==> src/rtl/serial_add_pkg.sv <==
// Shared definitions for the bit-serial adder: FSM encoding, default width and
// the counter-width helper used to size the bit counter.
package serial_add_pkg;

    typedef enum logic [1:0] {
        IDLE  = 2'd0,
        SHIFT = 2'd1,
        DONE  = 2'd2
    } state_t;

    localparam int DEF_WIDTH = 8;
    localparam int DEF_CNT_W = $clog2(DEF_WIDTH);

    // Counter must index bits 0..w-1; never narrower than one bit.
    function automatic int cnt_width(input int w);
        return (w < 2) ? 1 : $clog2(w);
    endfunction

endpackage

==> src/rtl/serial_adder_ctrl_fa_cell.sv <==
// Single-bit full adder cell, purely combinational; the serial adder time-shares it
// across all operand bits.
module fa_cell (
    input  logic a,
    input  logic b,
    input  logic ci,
    output logic s,
    output logic co
);

    assign s  = a ^ b ^ ci;
    assign co = (a & b) | (ci & (a ^ b));

endmodule

==> src/rtl/serial_adder_ctrl.sv <==
// Bit-serial WIDTH-bit adder: sequences operand bits LSB-first through one fa_cell,
// feeding carry back through a flip-flop, with a start/busy/done handshake.
module serial_adder_ctrl
    import serial_add_pkg::*;
#(
    parameter int WIDTH = DEF_WIDTH
) (
    input  logic             clk,
    input  logic             rst,
    input  logic             start,
    input  logic [WIDTH-1:0] a,
    input  logic [WIDTH-1:0] b,
    input  logic             cin,
    output logic [WIDTH-1:0] sum,
    output logic             cout,
    output logic             overflow,
    output logic             busy,
    output logic             done
);

    localparam int                CNT_W    = cnt_width(WIDTH);
    localparam logic [CNT_W-1:0]  CNT_LAST = CNT_W'(WIDTH - 1);

    state_t           state;
    state_t           state_nxt;
    logic [CNT_W-1:0] cnt;
    logic [WIDTH-1:0] a_sr;
    logic [WIDTH-1:0] b_sr;
    logic             carry;
    logic             cell_s;
    logic             cell_co;
    logic             accept;
    logic             last_bit;

    fa_cell u_fa_cell (
        .a  (a_sr[0]),
        .b  (b_sr[0]),
        .ci (carry),
        .s  (cell_s),
        .co (cell_co)
    );

    // A start request arriving while bits are in flight is dropped, not queued.
    assign accept   = start && ((state == IDLE) || (state == DONE));
    assign last_bit = (state == SHIFT) && (cnt == CNT_LAST);

    always_ff @(posedge clk or posedge rst) begin
        if (rst) begin
            state <= IDLE;
        end else begin
            state <= state_nxt;
        end
    end

    always_comb begin
        state_nxt = state;
        busy      = 1'b0;
        done      = 1'b0;
        case (state)
            IDLE: begin
                if (start) state_nxt = SHIFT;
            end
            SHIFT: begin
                busy = 1'b1;
                if (cnt == CNT_LAST) state_nxt = DONE;
            end
            DONE: begin
                done      = 1'b1;
                state_nxt = start ? SHIFT : IDLE;
            end
            default: state_nxt = IDLE;
        endcase
    end

    // Result registers are only overwritten by shifting, so the previous result
    // stays visible until the first bit of a new addition lands.
    always_ff @(posedge clk or posedge rst) begin
        if (rst) begin
            cnt      <= '0;
            a_sr     <= '0;
            b_sr     <= '0;
            carry    <= 1'b0;
            sum      <= '0;
            cout     <= 1'b0;
            overflow <= 1'b0;
        end else if (accept) begin
            cnt   <= '0;
            a_sr  <= a;
            b_sr  <= b;
            carry <= cin;
        end else if (state == SHIFT) begin
            sum   <= {cell_s, sum[WIDTH-1:1]};
            a_sr  <= a_sr >> 1;
            b_sr  <= b_sr >> 1;
            carry <= cell_co;
            cnt   <= cnt + CNT_W'(1);
            if (last_bit) begin
                cout     <= cell_co;
                overflow <= carry ^ cell_co;
            end
        end
    end

endmodule

==> config.mk <==
export PLATFORM = sky130hd
export DESIGN_NAME = serial_adder_ctrl
export DESIGN_NICKNAME = d
export VERILOG_FILES = /design/src/rtl/serial_add_pkg.sv /design/src/rtl/serial_adder_ctrl_fa_cell.sv /design/src/rtl/serial_adder_ctrl.sv
export SDC_FILE = /design/constraint.sdc
export NUM_CORES = 1
export LEC_CHECK = 0
export CORE_AREA = 2 2 44 76
export CTS_BUF_LIST = sky130_fd_sc_hd__clkbuf_2 sky130_fd_sc_hd__clkbuf_4 sky130_fd_sc_hd__clkbuf_8
export DETAILED_ROUTE_END_ITERATION = 10
export DIE_AREA = 0 0 46 78
export PLACE_DENSITY = 0.77
export SYNTH_ARGS = -nofsm -noshare
export SYNTH_HDL_FRONTEND = slang
export SYNTH_SLANG_ARGS = --single-unit
==> constraint.sdc <==
create_clock -name clk -period 1.5 [get_ports clk]
set_input_delay 0.225 -clock clk [delete_from_list [all_inputs] [get_ports clk]]
set_output_delay 0.225 -clock clk [all_outputs]
set_load 0.05 [all_outputs]
== After elaboration in Yosys (flattened, before gate mapping) ==
Cells that the tools add are included.
Cells by class
  add/subtract/negate cells: 1
  $mul: 0
  divide/modulo/power cells: 0
  order comparisons: 0
  equality and inequality tests: 5
  shifts and indexed selects: 0
  multiplexer cells: 14
  bitwise operators: 7
  reductions and logical operators: 8
Operator list (number)
  $mux 8: 4
  $mux 3: 2
  $pmux 2 s3: 1
  $mux 1: 5
  $mux 2: 2
  $ne 2x2->1 const B: 2
  $reduce_and 2->1: 2
  $add 3x1->3 const B: 1
  $eq 3x3->1 const B: 1
  $reduce_and 3->1: 1
  $xor 1x1->1: 3
  $and 1x1->1: 2
  $eq 2x1->1 const B: 1
  $eq 2x2->1 const B: 1
  $logic_and 1x1->1: 2
  $logic_not 2->1: 1
  $reduce_bool 2->1: 1
  $logic_or 1x1->1: 1
  $not 1->1: 1
  $or 1x1->1: 1
Word-level totals
  bits in registers: 32
  bits in latches: 0
  bits in writable memories: 0
  bits in read-only memories: 0
  bits of input ports: 20
  output and inout port bits: 12
  logic and storage cells: 43
  memories: 0

== Depth between registers and ports, before layout ==
Gate-level depths: netlist of run 1.
  word-level depth: 5
  mapped depth: 7
  gate-level depth less buffers: 5

== Modules after synthesis ==
A second synthesis of run 1 with hierarchy kept.
Second synthesis, totals
  cell total of the unflattened synthesis: 150
  area total of the unflattened synthesis: 1546.5 sq um
Modules (own cells, without submodules)
  serial_adder_ctrl: times used 1, cells each 149, area an instance 1526.5 sq um, sequential area each 800.8 sq um
  fa_cell: times used 1, cells each 1, area an instance 20.0 sq um, sequential area each 0.0 sq um

== Worst setup path before layout of run 1 ==
No wires, ideal clock.
  path kind: flip-flop to output port
  start point: register state[1]
  end point: output port done
  arrival time: 1331 ps
  data required time: 1275 ps
  path slack: -56 ps
  stages on the path, launching flop included: 3
  path buffers: 1
  cell sequence: dfrtp_1 -> buf_2 -> nor2b_1
Between the ends
  longest elaborated chain between the ends: 2
RTL lines
  from (decl): RTL line serial_adder_ctrl.sv:24  | state_t state;
  from (signal assigned): RTL line serial_adder_ctrl.sv:51  | state <= state_nxt;
  $eq 2x2->1: RTL line serial_adder_ctrl.sv:59  | case (state)
  $mux 1: RTL line serial_adder_ctrl.sv:59
  to (decl): RTL line serial_adder_ctrl.sv:18  | output logic done
No other way between the ends.

== Worst setup path after layout of run 1 ==
  start point: register state[0]
  end point: output port done
Same word-level chain as after synthesis.

==> impl_results.md, run 1 <==
* FF-to-FF path depth at 4
* RSZ-0062 raised after global routing: false
* Commonest non-fill, non-tap cells in the layout: dfrtp_1 (32), nand2_1 (27), clkdlybuf4s50_1 (19)
* Multi-input logic area at 614 um2
* Slew @ Worst Pin at 0.403 ns
* Worst Path Required at 1.27 ns
* 1st-iter DRT viols at 13
* WL met2 at 1.62 mm
* Pin count of the biggest net entering global routing at 33
* Overflow after GRT at 0
* # hold bufs at CTS at 0
* I/O Buffers at 31
* Clock Latency Late Sink at 0.28 ns
* Syn_area_per_cell at 10.2 um2
* CP Launch Point: state[0]
* Vias in the first global route at 1155
* Core ar. at 2930 um2
* Rel. slew slack at 0.731
* DRC at 0
* Final Critical Period at 1.42 ns
* DP Area at 1880 um2
* Clk sinks at 32
* CTS max path bufs at 2
* Seq/Total Area, Yosys at 0.537
* WL met3 at 105 um
* Max_cap viols at 0
* Yosys Warn Count at 0
* Vias per cell at 5.47
* DPL Wire Length at 2.16 mm
* Post-synthesis register bit count at 32
* Post-CTS Repair Setup Buffers at 0
* Max Used Layer: met4
* Slew Viols, Final at 0
* Post-cts gate resize count at 0
* Worst-path clk slew at 0.06 ns
* Setup-failing EPs final at 0
* R2r endpoint: cout
* Period utilization at 0.947
* Gr usage total at 0.193
* Initial antenna violation count at 0
* Number of diodes at 0
* CTS Root Buffer Type: clkbuf_8
* Setup crit end: done
* Max Clk Rate at 704 MHz
* First-pass GRT wire length at 5.11 mm
* Crit path DAT at 1.20 ns
* Worst Setup Slack, final at 0.0788 ns
* Max VDD drop at 1.31 mV
* Final WL at 3.04 mm
* CP Capture Type: primary output
* Vias after detailed routing at 1159
* CTS buffer count at 5
* Final Hold Violating Endpoints at 0
* Die ar. at 3590 um2
* Met1 Wirelength at 1.25 mm
* Worst Skew at 0.00406 ns
* Leakage at 0.895 nW
* Area Growth Syn to Fin at 32.7%
* Die Span X at 46 um
* Most common cell after layout, fill and taps aside: dfrtp_1
* Design Area, Final at 1980 um2
* Status: complete, no violations
* Nets at 206
* Syn_nets at 169
* Initial Util at 0.509
* Synth unique cells at 27
* Hold slack at 0.332 ns
* Vert. Die Dim at 78 um
* Post-synthesis cell area at 1490 um2
* CTS tree: yes
* Routability cong. at 0.714
* WL/cell at 14.3 um
* Core Rows at 26
* Sequential Area at 801 um2
* Fill count at 236
* Post-Place Worst Slack at -0.00758 ns
* Crit Reg-Reg Startpoint: cnt[0]
* Top Ports at 32
* Post-Syn Instances at 146
* H-tree levels at 2
* Worst hold path type: in2async
* Max Fanout on Critical Path at 11
* Setup TNS at 0 ns
* Worst setup path class: reg2out
* Cell Pwr Density at 2310 nW/um2
* FF-to-FF setup slack at 0.12 ns
* TritonRoute pass-1 iters at 4
* Worst Setup Start Kind: flop
* Layout cell share with drive strength beyond 1 at 0.190
* Routed Antenna Nets at 0
## critical path, cell delays in order, from the launching register on
cell and delay, ns:
dfrtp_1 0.42, buf_4 0.19, nor2b_2 0.16, buf_12 0.15
## metal layers
| layer | vias up | GRT usage |
|---|---|---|
| met2 | 26 | 0.318 |
| met5 | - | 0 |
| met4 | 0 | 0.0829 |
| met1 | 553 | 0.222 |
| li1 | 572 | - |
| met3 | 8 | 0.0558 |
## registers in the layout, summed over array words and instances (netlist names)
name      cells
a_sr          8
b_sr          8
carry         1
cnt           3
cout          1
overflow      1
state         2
sum           8
## synthesized netlist by cell type
cell      number  area [um2]
and2_4         1        8.76
a21oi_1        8        40.0
nand2b_1       3        18.8
o21ai_0        5        25.0
nor2b_1        8        50.1
mux2_2         1        11.3
mux2i_1        8        80.1
ha_1           2        25.0
a211oi_1       6        45.0
nor2_2         1        6.26
fa_1           1        20.0
xnor2_1        1        8.76
a221o_1        2        20.0
inv_1          1        3.75
mux2_4         1        15.0
buf_4          1        7.51
inv_2          1        3.75
dfrtp_1       32         801
clkbuf_1       1        3.75
nand3_1        3        15.0
buf_6          3        33.8
buf_2          5        25.0
nand2_1       27         101
o22ai_1        7        43.8
a22o_1         1        8.76
nor3_1         7        35.0
nor2_1         9        33.8
## where the power goes
group	internal [mW]	switching [mW]
clock network	0.410	0.296
registers	1.28	0.320
logic	0.992	1.27
total	2.68	1.89
## logic make-up after synthesis
| kind of cell | synth area share |
|---|---|
| flip-flops | 0.537 |
| AO/OA/AOI/OAI | 0.123 |
| XOR/XNOR | 0.00588 |
| buffers and inverters | 0.0520 |
| multiplexers | 0.0714 |
| AND/OR/NAND/NOR | 0.181 |
| adder cells (fa/ha/maj) | 0.0302 |
## how the worst min path moves through the flow
stage	from	endpoint	cells after the start
2_1_floorplan	rst	a_sr[0]	1
3_3_place_gp	sum[0]	sum[0]	2
3_5_place_dp	sum[0]	sum[0]	2
4_1_cts	rst	b_sr[1]	3
5_1_grt	rst	a_sr[3]	3
6_report	rst	sum[5]	3
## cell type report
cell class | instances | area share
inverters | 2 | 0.00380
well taps | 28 | 0.0177
flip-flops and latches | 32 | 0.405
multi-input cells | 102 | 0.311
repair buffers | 40 | 0.214
clock buffers | 8 | 0.0493
## metrics by stage
stage / util / power [mW] / std cells
3_5_place_dp: 0.642 / 3.88 / 204
2_1_floorplan: - / 3.14 / 146
5_1_grt: 0.676 / 4.89 / 212
3_3_place_gp: 0.642 / 3.79 / 204
4_1_cts: 0.676 / 4.61 / 212
6_report: 0.676 / 4.57 / 212
Note: power is estimated with default switching activity, not from simulation.
==> run 2, diff against run 1 <==
==> constraint.sdc (replaced) <==
create_clock -name clk -period 1.5 [get_ports clk]
set_input_delay 0.225 -clock clk [delete_from_list [all_inputs] [get_ports clk]]
set_output_delay 0.225 -clock clk [all_outputs]
set_load 0.1 [all_outputs]
==> run 2 against run 1 <==
Via count increased by 1.8%; first-iteration DRC count increased by 92%; flip-flop and latch count unchanged; worst setup slack got worse by 0.030 ns; register-to-register slack about the same; core utilization increased by 3.5 points; worst hold slack got worse by 0.013 ns; die area unchanged; final area increased by 5.1%; critical path type unchanged; critical endpoint is now busy; highest routed layer unchanged.
==> impl_results.md, run 2 (synthesis gave the netlist of run 1 again) <==
* Sequential Area at 801 um2 (unchanged)
* Fill count at 213 (was 236)
* Worst Setup Start Kind: flop (unchanged)
* Routed Antenna Nets at 0 (unchanged)
* Placed instance count at 205 (was 204)
* Buf/Inv on CP at 3 (was 2)
* Final core utilization at 0.710 (was 0.676)
* Final Critical Period at 1.45 ns (was 1.42 ns)
* Clk sinks at 32 (unchanged)
* Setup crit end: busy (was done)
* First-pass GRT wire length at 5.31 mm (was 5.11 mm)
* CP top delay family: buffers and inverters (was flip-flops)
* Slew @ Worst Pin at 0.397 ns (was 0.403 ns)
* Max VDD drop at 1.65 mV (was 1.31 mV)
* Multi-input logic area at 619 um2 (was 614 um2)
* Logic depth of the worst path, buffers included at 4 (was 3)
* Largest registers: a_sr x8, b_sr x8, sum x8 (unchanged)
* Worst-path clk slew at 0.06 ns (about the same)
* Initial Util at 0.509 (unchanged)
* WL/cell at 14.4 um (was 14.3 um)
* Crit path DAT at 1.23 ns (was 1.20 ns)
* CTS tree: yes (unchanged)
* Worst-path cell with the longest stage delay: dfrtp_1 (unchanged)
* Vias after detailed routing at 1180 (was 1159)
* Worst setup path class: reg2out (unchanged)
* Layout cell share with drive strength beyond 1 at 0.203 (was 0.190)
* Vert. Die Dim at 78 um (unchanged)
* RSZ-0062 raised after global routing: true (was false)
* Slew Viols, Final at 0 (unchanged)
* Final Hold Violating Endpoints at 0 (unchanged)
* Top Ports at 32 (unchanged)
* Final Non-Filler Cells at 215 (was 212)
* Total Power at 5.39 mW (was 4.57 mW)
* FF-to-FF setup slack at 0.13 ns (was 0.12 ns)
* Area Growth Syn to Fin at 39.5% (was 32.7%)
* Status: complete, no violations (unchanged)
* I/O Buffers at 31 (unchanged)
* Core ar. at 2930 um2 (unchanged)
* Pin count of the biggest net entering global routing at 33 (unchanged)
* Worst hold path type: in2async (unchanged)
* 1st-iter DRT viols at 25 (was 13)
* DRC at 0 (unchanged)
* R2r endpoint: cnt[2] (was cout)
* CTS Root Buffer Type: clkbuf_8 (unchanged)
* Number of diodes at 0 (unchanged)
* Routability cong. at 0.707 (was 0.714)
* Cell Pwr Density at 2590 nW/um2 (was 2310 nW/um2)
* Max Fanout on Critical Path at 9 (was 11)
* Period utilization at 0.967 (was 0.947)
* CP Capture Type: primary output (unchanged)
* Final WL at 3.10 mm (was 3.04 mm)
* Gr usage total at 0.203 (was 0.193)
* Die ar. at 3590 um2 (unchanged)
* TritonRoute pass-1 iters at 4 (unchanged)
* CTS buffer count at 5 (unchanged)
* Die Span X at 46 um (unchanged)
* Design Area, Final at 2080 um2 (was 1980 um2)
* CP Launch Point: state[1] (was state[0])
* Setup-failing EPs final at 0 (unchanged)
* Max Clk Rate at 689 MHz (was 704 MHz)
* DPL Wire Length at 2.20 mm (was 2.16 mm)
* Commonest non-fill, non-tap cells in the layout: dfrtp_1 (32), nand2_1 (27), clkdlybuf4s50_1 (19) (unchanged)
* Leakage at 0.931 nW (was 0.895 nW)
* Vias per cell at 5.49 (was 5.47)
* H-tree levels at 2 (unchanged)
* Vias in the first global route at 1205 (was 1155)
* Worst Path Required at 1.27 ns (about the same)
* DP Area at 1970 um2 (was 1880 um2)
* Hold slack at 0.318 ns (was 0.332 ns)
* Max_cap viols at 0 (unchanged)
* Crit Reg-Reg Startpoint: cnt[0] (unchanged)
* Overflow after GRT at 0 (unchanged)
* Nets at 209 (was 206)
* Rel. slew slack at 0.736 (was 0.731)
* Cell Chain, Critical Path: nand2b_1, inv_2, buf_6, buf_12 (was buf_4, nor2b_2, buf_12)
* Worst path max stage delay at 0.37 ns (was 0.42 ns)
* Worst Skew at 0.00560 ns (was 0.00406 ns)
* FF-to-FF path depth at 5 (was 4)
* Most common cell after layout, fill and taps aside: dfrtp_1 (unchanged)
* Core Rows at 26 (unchanged)
* CTS max path bufs at 2 (unchanged)
* Clock Latency Late Sink at 0.29 ns (was 0.28 ns)
* Initial antenna violation count at 0 (unchanged)
-- run 2: layer usage --
metal	up-vias	routed length, um	track usage
li1	577	-	-
met1	562	1160	0.234
met2	29	1710	0.325
met3	12	126	0.0558
met4	0	110	0.106
met5	-	0	0
-- run 2: repair_timing --
action                                  4_1_cts  5_1_grt
hold buffers                                  0        0
setup buffers                                 1        1
endpoints found under the setup margin        1        2
hold endpoints to repair                      0        0
resized for setup                             1        0
-- run 2: worst reg2reg max path: cells and delay by family (launching register included) --
kind	cells	cell delay, ns
and+or+nand+nor	1	0.06
muxes	1	0.25
AOI/OAI and AO/OA	1	0.08
adders and majority gates	2	0.46
DFF	1	0.39
-- run 2: stage by stage --
step | TNS, ns | setup slack, ns
after floorplan | 0 | 0.126
after CTS | 0 | 0.0461
after detailed placement | -0.0212 | -0.0174
after global placement | 0 | 0.0319
after global routing | -0.0100 | -0.0100
final | 0 | 0.0489
-- run 2: report_power, final --
group | switching [mW] | total [mW] | internal [mW]
Clock | 0.321 | 0.686 | 0.365
Sequential | 0.371 | 1.65 | 1.27
Combinational | 1.83 | 3.05 | 1.23
-- run 2: how the worst min path moves through the flow --
stage / startpoint / end / slack, ns
floorplan: rst / a_sr[0] / 0.34
global placement: cnt[0] / cnt[0] / 0.49
detailed placement: cnt[1] / cnt[1] / 0.49
CTS: rst / sum[5] / 0.33
global route: rst / sum[6] / 0.35
finish: rst / sum[6] / 0.32
-- run 2: final cells by class --
type,instances,area share
inverters,2,0.00361
multi-input cells,102,0.298
clock inverters,2,0.00481
repair buffers,43,0.252
clock buffers,6,0.0397
well taps,28,0.0168
flip-flops and latches,32,0.385
==> run 3, diff against run 2 <==
--- a/config.mk
+++ b/config.mk
@@ -5,11 +5,13 @@
 export SDC_FILE = /design/constraint.sdc
 export NUM_CORES = 1
 export LEC_CHECK = 0
-export CORE_AREA = 2 2 44 76
+export ABC_AREA = 0
+export CORE_AREA = 2 2 45 78
 export CTS_BUF_LIST = sky130_fd_sc_hd__clkbuf_2 sky130_fd_sc_hd__clkbuf_4 sky130_fd_sc_hd__clkbuf_8
 export DETAILED_ROUTE_END_ITERATION = 10
-export DIE_AREA = 0 0 46 78
-export PLACE_DENSITY = 0.77
+export DIE_AREA = 0 0 47 80
+export PLACE_DENSITY = 0.75
 export SYNTH_ARGS = -nofsm -noshare
 export SYNTH_HDL_FRONTEND = slang
+export SYNTH_HIERARCHICAL = 1
 export SYNTH_SLANG_ARGS = --single-unit
==> run 3 against run 2 <==
First-iteration DRC count down 36%; clock skew up 0.0016 ns; total power up 4.8%; clock power up 21%; global-route usage up 0.95 points; register-to-register slack worse by 0.03 ns; worst setup slack worse by 0.0056 ns; core utilization up 0.55 points; flip-flop and latch count unchanged; final cell count up 10%; die area up 4.8%; critical path type unchanged; largest power group unchanged.
==> impl_results.md, run 3 <==
* Status: complete, no violations (unchanged)
* Setup crit end: busy (unchanged)
* Crit path DAT at 1.23 ns (about the same)
* Total Power at 5.65 mW (was 5.39 mW)
* Post-Syn Instances at 150 (was 146)
* Leakage at 0.965 nW (was 0.931 nW)
* CTS tree: yes (unchanged)
* Rel. slew slack at 0.731 (was 0.736)
* R2r endpoint: cout (was cnt[2])
* Worst-path cell with the longest stage delay: dfrtp_1 (unchanged)
* CP Capture Type: primary output (unchanged)
* Slew @ Worst Pin at 0.404 ns (was 0.397 ns)
* TritonRoute pass-1 iters at 4 (unchanged)
* CTS buffer count at 5 (unchanged)
* Yosys top cell area share at 0.518 (was 0.537)
* Area Growth Syn to Fin at 43.9% (was 39.5%)
* Slew Viols, Final at 0 (unchanged)
* First-pass GRT wire length at 5.62 mm (was 5.31 mm)
* Layout cell share with drive strength beyond 1 at 0.211 (was 0.203)
* Overflow after GRT at 0 (unchanged)
* Synth unique cells at 28 (was 27)
* Worst setup path class: reg2out (unchanged)
* Max_cap viols at 0 (unchanged)
* Worst Setup Slack, final at 0.0433 ns (was 0.0489 ns)
* DP Area at 2070 um2 (was 1970 um2)
* Cell taking the most area after synthesis: dfrtp_1 (unchanged)
* H-tree levels at 2 (unchanged)
* Max Clk Rate at 686 MHz (was 689 MHz)
* Setup-failing EPs final at 0 (unchanged)
* FF-to-FF setup slack at 0.10 ns (was 0.13 ns)
* Pin count of the biggest net entering global routing at 33 (unchanged)
* Met3 Usage GRT at 0.0543 (was 0.0558)
* Max VDD drop at 1.37 mV (was 1.65 mV)
* I/O Buffers at 31 (unchanged)
* WL/cell at 14.0 um (was 14.4 um)
* DRC at 0 (unchanged)
* Routability cong. at 0.727 (was 0.707)
* Yosys Warn Count at 6 (was 0)
* Commonest non-fill, non-tap cells in the layout: dfrtp_1 (31), nand2_1 (26), clkdlybuf4s50_1 (19) (was dfrtp_1 (32), nand2_1 (27), clkdlybuf4s50_1 (19))
* Logic depth of the worst path, buffers included at 4 (unchanged)
* Met2 usage at 0.364 (was 0.325)
* DPL Wire Length at 2.43 mm (was 2.20 mm)
* Post-synthesis register bit count at 32 (unchanged)
* Initial Util at 0.498 (was 0.509)
* FF-to-FF path depth at 4 (was 5)
* Number of diodes at 0 (unchanged)
* Gr usage total at 0.212 (was 0.203)
* Worst Setup Start Kind: flop (unchanged)
* Max Fanout on Critical Path at 8 (was 9)
* Worst path max stage delay at 0.40 ns (was 0.37 ns)
* Final Non-Filler Cells at 237 (was 215)
* Core Rows at 27 (was 26)
* Vert. Die Dim at 80 um (was 78 um)
* Worst Path Required at 1.27 ns (about the same)
* EDFF count, synth at 0 (unchanged)
* Syn_area_per_cell at 10.3 um2 (was 10.2 um2)
* Cell Pwr Density at 2540 nW/um2 (was 2590 nW/um2)
* Vias after detailed routing at 1270 (was 1180)
* Vias per cell at 5.36 (was 5.49)
* CTS max path bufs at 2 (unchanged)
* Initial antenna violation count at 0 (unchanged)
* Die Span X at 47 um (was 46 um)
* Post-synthesis cell area at 1550 um2 (was 1490 um2)
* Post-Place Worst Slack at 0.0272 ns (was -0.0174 ns)
* Most common cell after layout, fill and taps aside: dfrtp_1 (unchanged)
* Design Area, Final at 2220 um2 (was 2080 um2)
* CP top delay family: flip-flops (was buffers and inverters)
* Buf/Inv on CP at 3 (unchanged)
* Core ar. at 3110 um2 (was 2930 um2)
* Most used DFF post-synth: dfrtp_1 (unchanged)
* Vias in the first global route at 1303 (was 1205)
* Largest registers: a_sr x8, b_sr x8, sum x8 (unchanged)
* Worst Skew at 0.00725 ns (was 0.00560 ns)
* Clk sinks at 32 (unchanged)
* Cell Chain, Critical Path: nand2b_4, inv_8, buf_8, buf_12 (was nand2b_1, inv_2, buf_6, buf_12)
* Worst-path clk slew at 0.07 ns (was 0.06 ns)
* Final WL at 3.32 mm (was 3.10 mm)
* Commonest cells in the netlist: dfrtp_1 (32), nand2_1 (26), a21oi_1 (13), mux2i_1 (13), nor2b_1 (12) (was dfrtp_1 (32), nand2_1 (27), nor2_1 (9))
* Async SR Flop Fraction at 1.00 (unchanged)
* Multi-input logic area at 692 um2 (was 619 um2)
* Setup TNS at 0 ns (unchanged)
* Top Ports at 32 (unchanged)
* RSZ-0062 raised after global routing: true (unchanged)
* Worst hold path type: in2async (unchanged)
* CTS Root Buffer Type: clkbuf_8 (unchanged)
* Met1 track demand over resource at 0.230 (was 0.234)
* Top Usage Layer GRT: met2 (unchanged)
* Final Hold Violating Endpoints at 0 (unchanged)
* Seq/Total Area, Yosys at 0.518 (was 0.537)
* Clock Latency Late Sink at 0.29 ns (about the same)
* Period utilization at 0.971 (was 0.967)
* Syn_nets at 173 (was 169)
* Sequential Area at 802 um2 (was 801 um2)
* Final Critical Period at 1.46 ns (was 1.45 ns)
* Nets at 216 (was 209)
* Routed Antenna Nets at 0 (unchanged)
* Crit Reg-Reg Startpoint: cnt[0] (unchanged)
* Fill count at 236 (was 213)
* Die ar. at 3760 um2 (was 3590 um2)
* Most common cell in the synthesized netlist: dfrtp_1 (unchanged)
* CP Launch Point: state[1] (unchanged)
* Area contributors post-synth: dfrtp_1 (52%), mux2i_1 (8.4%), nand2_1 (6.3%) (was dfrtp_1 (54%), nand2_1 (6.8%), mux2i_1 (5.4%))
* Placed instance count at 226 (was 205)
* 1st-iter DRT viols at 16 (was 25)
run 3: cell families (layout without fill, tap and decap cells):
family / after synthesis / count (layout) / share of synthesized area
XOR/XNOR: 1 / 1 / 0.00566
flip-flops: 32 / 32 / 0.518
multiplexers: 15 / 15 / 0.101
AO/OA/AOI/OAI: 34 / 34 / 0.136
adder cells (fa/ha/maj): 3 / 3 / 0.0291
AND/OR/NAND/NOR: 54 / 54 / 0.171
buffers and inverters: 11 / 55 / 0.0396
run 3: metal layers:
layer	up-vias	share of wire
met5	-	0
met4	0	0.033
met3	11	0.045
met2	36	0.58
met1	621	0.35
li1	602	-
run 3: timing repair:
action | 4_1_cts | 5_1_grt
resized for setup | 4 | 4
setup endpoints to repair | 2 | 2
setup buffers | 1 | 2
hold buffers | 0 | 0
run 3: where the power goes:
part	switching [mW]	internal, mW	total, mW
sequential	0.365	1.28	1.64
clock	0.321	0.510	0.831
combinational	1.87	1.31	3.18
total	2.55	3.09	5.65
run 3: worst reg2reg max path, stage by stage (launching register included):
cell,delay (ns)
dfrtp_1,0.41
ha_1,0.22
ha_1,0.22
and2_4,0.16
mux2_4,0.29
run 3: area by class of cell:
type                    count  share of cell area
clock buffers               6              0.0343
clock inverters             2              0.0157
inverters                   2             0.00675
multi-input cells         107               0.311
flip-flops and latches     32               0.361
well taps                  43              0.0242
repair buffers             45               0.247
run 3: through the flow:
stage	utilization	hold WS, ns
after global placement	0.665	0.491
after floorplan	-	0.341
after detailed placement	0.665	0.495
after global routing	0.716	0.392
final	0.716	0.334
after CTS	0.707	0.350
run 3: worst min path at each step:
stage                       start        to  slack, ns  cells past startpoint
final                         rst      cout       0.33                      3
after global routing          rst  overflow       0.39                      3
after CTS                     rst    cnt[0]       0.35                      3
after detailed placement   cnt[1]    cnt[1]       0.49                      1
after global placement    a_sr[5]   a_sr[5]       0.49                      2
after floorplan               rst   a_sr[0]       0.34                      1
